## config.mk

```make
export PLATFORM = sky130hd
export DESIGN_NAME = echo_indication_buffer
export DESIGN_NICKNAME = d
export VERILOG_FILES = /design/src/rtl/echo_indication_buffer.sv
export SDC_FILE = /design/constraint.sdc
export NUM_CORES = 1
export LEC_CHECK = 0
export CORE_MARGIN = 1.5
export CORE_UTILIZATION = 52
export CTS_BUF_LIST = sky130_fd_sc_hd__clkbuf_4
export DETAILED_ROUTE_END_ITERATION = 6
export DONT_BUFFER_PORTS = 1
export PLACE_DENSITY = 0.67
export RECOVER_POWER = 25
export SKIP_CTS_REPAIR_TIMING = 1
export SYNTH_ARGS = -nofsm -noshare
export SYNTH_HDL_FRONTEND = slang
export SYNTH_SLANG_ARGS = --single-unit
```

## constraint.sdc

```tcl
create_clock -name CLK -period 5.03 [get_ports CLK]
set_input_delay 0.503 -clock CLK [delete_from_list [all_inputs] [get_ports CLK]]
set_output_delay 0.503 -clock CLK [all_outputs]
set_load 0.05 [all_outputs]
```

## src/rtl/echo_indication_buffer.sv

```systemverilog
// Heard-indication consumer: DEPTH-entry FIFO with guarded enq/first/deq methods,
// a wrap-around count of accepted indications and an occupancy output.
module echo_indication_buffer #(
    parameter int WIDTH = 32,
    parameter int DEPTH = 4,
    parameter int CNT_W = 16
) (
    input  logic                     CLK,
    input  logic                     nRST,
    input  logic                     heard__ENA,
    input  logic [WIDTH-1:0]         heard_v,
    output logic                     heard__RDY,
    output logic [WIDTH-1:0]         out_first,
    output logic                     out_first__RDY,
    input  logic                     out_deq__ENA,
    output logic                     out_deq__RDY,
    output logic [$clog2(DEPTH):0]   level,
    output logic [CNT_W-1:0]         heard_count
);

    localparam int PTR_W = $clog2(DEPTH);
    localparam int LVL_W = PTR_W + 1;
    localparam logic [LVL_W-1:0] FULL_LVL = LVL_W'(DEPTH);

    logic [WIDTH-1:0] mem [DEPTH];
    logic [PTR_W-1:0] wr_ptr;
    logic [PTR_W-1:0] rd_ptr;
    logic             enq_fire;
    logic             deq_fire;

    // Guards depend only on the registered level, so a full FIFO never accepts
    // an enqueue even if the sink dequeues in the same cycle.
    assign heard__RDY     = (level != FULL_LVL);
    assign out_first__RDY = (level != '0);
    assign out_deq__RDY   = out_first__RDY;
    assign out_first      = mem[rd_ptr];

    assign enq_fire = heard__ENA & heard__RDY;
    assign deq_fire = out_deq__ENA & out_deq__RDY;

    always_ff @(posedge CLK) begin
        if (nRST) begin
            wr_ptr      <= '0;
            rd_ptr      <= '0;
            level       <= '0;
            heard_count <= '0;
            for (int i = 0; i < DEPTH; i++) begin
                mem[i] <= '0;
            end
        end else begin
            if (enq_fire) begin
                mem[wr_ptr] <= heard_v;
                wr_ptr      <= wr_ptr + PTR_W'(1);
                heard_count <= heard_count + CNT_W'(1);
            end
            if (deq_fire) begin
                rd_ptr <= rd_ptr + PTR_W'(1);
            end
            case ({enq_fire, deq_fire})
                2'b10:   level <= level + LVL_W'(1);
                2'b01:   level <= level - LVL_W'(1);
                default: level <= level;
            endcase
        end
    end

endmodule

```

==> reports/metrics.cfg <==
[logic_synthesis]
ys_seq_area_share_pct = 65.47
yosys.area.top_type = edfxtp_1
synthMuxAreaShare_pct = 10.86
synth-seq-cells = 153
synth_fa_ha_area_share_pct = 0.6789
synthArstFlopShare_pct = 0
yosys.area.top_type_share_pct = 57.93
ys.flop_type = edfxtp_1
mappedNetlistArea_sq_um = 6635
yosys-top-cells-area = edfxtp_1 58%, mux4_2 11%, dfxtp_1 7.5%
syn_inst = 446
syn_avg_cell_area_sq_um = 14.88
yosys.area_share.simple_pct = 16.82
synth_compound_area_share_pct = 2.244
ys_types = 40
synthXorXnorAreaFrac_pct = 1.584
synth_edf_count = 128
syn-num-nets = 485
synth_top_family_by_area = simple AND/OR/NAND/NOR gates
yosysWarnings = 0

[critical_path]
required_ns = 5.49
worstPathCellList = nor3b_1 > inv_1 > nand2_1 > ha_1 > inv_1 > fa_1 > xor2_1 > or3_1 > a21oi_1
critPathArrivalTime_ns = 4.11
crit_slowest_cell = dfxtp_1
cp_num_cells = 9
cp_max_fo = 8
cpPeakStageDelay_ns = 0.72
regToRegSetupSlack_ns = 1.38
cp-end-kind = register
timing_worst_setup_path_type = register to register
cp_top_family = simple AND/OR/NAND/NOR gates
rr_worst_depth = 9
start_kind = register
cp_num_buf_inv = 2
crit_top_cell = inv_1

[power_and_ir_drop]
switching_share_pct = 37.51
combPwrFrac_pct = 30.0
switchingPower_uw = 1249
internal_power_uw = 2081
totalPowerFinal_uw = 3330
ir_drop_mv = 0.2351
p_seq_share_pct = 49.9
power_frac_clock_pct = 20.1
p_leak_uw = 0.002626
power_density_nw_per_um2 = 474.2

[timing]
slew_headroom_pct = -14.51
finalClockSkew_ns = 0.009028
tightest_slew_ns = 1.718
min_period_over_period_pct = 72.51
hold_violations = 0
finalSetupTns_ns = 0
setup_violations = 0
whs_ns = 0.1154
drv_slew = 33
max_freq_ghz = 0.2742
period_needed_ns = 3.647
rsz0062_at_grt = false

[final_layout]
syn2layout_area_growth_pct = 5.827
drive_above_1_share_pct = 15.93
n_antenna_cell = 0
nFillCells = 1054
finalNetCount = 478

[worst_hold_path]
hold_path_depth = 2
min_path_type = input pin to register

[routing]
via_count = 3578
wl_per_cell_microns = 20.08
drcViolationCount = 0
ant_nets = 0
drt-pass1-iter-count = 4
vias_per_cell = 5.734
drtIter0Drc = 194
wl_mm = 12.53

[job]
max_cap_viol_count = 1

[floorplan]
row_count = 41
dieWidth_microns = 116.0
die_area_sq_um = 13450
io_pins = 90
core-area_sq_um = 12520
die_h_microns = 116.0
start_util_pct = 53.01

[placed_design]
portBuffers = 0
dp_hpwl_mm = 7.366
globalplace.congestion = 0.7300

[clocking]
clock_latency_ns = 0.53
clock-sinks = 153
clock-root-buffer = clkbuf_4
cts_buffer_depth = 2
cts_made_buffers = 17
cts_max_level = 4
clkTransAtPathRegs_ns = 0.12
cts_tree = done

[grt]
grt_pass1_wl_mm = 19.45
grt.overflow.total = 0
grt_pass1_vias = 3654
grt_use_total_pct = 20.12
grt_max_degree = 58
antenna_found_initial = 0

[status]
violations = max-capacitance violations, max-slew violations
status = finished, violations left

## worst reg2reg max path, stage by stage (launching register included)
cell and delay [ns]:
dfxtp_1 0.72, nor3b_1 0.62, inv_1 0.50, nand2_1 0.42, ha_1 0.27, inv_1 0.08, fa_1 0.38, xor2_1 0.15
or3_1 0.30, a21oi_1 0.14
## power by group through the flow
stage,registers (uW),clock network [uW],logic [uW]
2_1_floorplan,1640,0,927
3_3_place_gp,1690,0,1010
3_5_place_dp,1700,0,1020
4_1_cts,1670,689,1020
5_1_grt,1680,736,1060
6_report,1660,669,1000
## state kept, by name, summed over array words and instances, names as in the netlist, named ones only
| name | flops |
|---|---|
| heard_count | 16 |
| level | 3 |
| mem | 128 |
| rd_ptr | 2 |
| wr_ptr | 2 |
## cells in the mapped netlist, types with 2 or more instances
library cell / count
nor2_1: 14
nor3_1: 2
xnor2_1: 4
or3_1: 8
clkbuf_1: 22
dfxtp_1: 25
and3_1: 66
nand3_1: 6
inv_1: 5
buf_1: 2
nand4_1: 3
xor2_1: 8
and2_1: 64
mux4_2: 32
nor2b_1: 2
ha_1: 2
or3_2: 2
buf_2: 5
o21ai_0: 9
a21oi_1: 12
nand2_1: 6
edfxtp_1: 128
clkbuf_2: 2
## through the flow
step | setup WS [ns] | cells | cell area (sq um) | util, %
final | 1.383 | 624 | 7022 | 56.10
after global routing | 1.053 | 624 | 7022 | 56.10
after CTS | 1.915 | 623 | 7032 | 56.18
after detailed placement | 1.931 | 591 | 6789 | 54.24
after global placement | 2.005 | 591 | 6789 | 54.24
after floorplan | 1.751 | 446 | 6635 | -
## path summary, 6_finish.rpt
path	startpoint	end
setup / recovery	level[2]$_SDFFE_PP0P_	level[2]$_SDFFE_PP0P_
hold / removal	heard__ENA	heard_count[1]$_SDFFE_PP0P_
setup reg to reg	level[2]$_SDFFE_PP0P_	level[2]$_SDFFE_PP0P_
hold reg to reg	rd_ptr[1]$_SDFFE_PP0P_	rd_ptr[1]$_SDFFE_PP0P_
## kinds of logic (layout without fill, tap and decap cells)
kind of cell    Yosys count  in the layout
flops                   153            153
xor+xnor                 12             12
simple gates            182            182
mux                      32             32
fa+ha+maj                 3              3
buf+inv                  38             44
compound gates           26             26
## final cells by class
cell class	instances	area, sq um	area share (%)
clock buffers	17	127.6	1.818
repair buffers	6	47.55	0.6771
inverters	6	22.52	0.3207
clock inverters	15	115.1	1.639
well taps	172	215.2	3.065
multi-input cells	255	2147	30.58
flip-flops and latches	153	4347	61.90
## placed cells by master (no fill, tap or decap), types with 2 or more instances in the layout
cell,instances
a21oi_1,12
and2_0,11
and2_1,53
and3_1,66
buf_4,5
bufinv_16,2
clkbuf_4,17
clkinv_1,8
clkinv_2,5
dfxtp_1,23
dfxtp_2,2
edfxtp_1,128
ha_1,2
inv_1,6
mux4_2,32
nand2_1,7
nand3_1,6
nand4_1,3
nor2_1,14
nor2b_2,2
nor3_1,2
o21ai_0,9
or3_1,9
xnor2_1,4
xor2_1,8
## layer usage
metal / track usage [%] / routed length, microns
met1: 23.22 / 4691
met2: 33.69 / 6532
met3: 8.159 / 1167
met4: 7.967 / 141
met5: 0 / 0
Note: power is estimated with default switching activity, not from simulation.
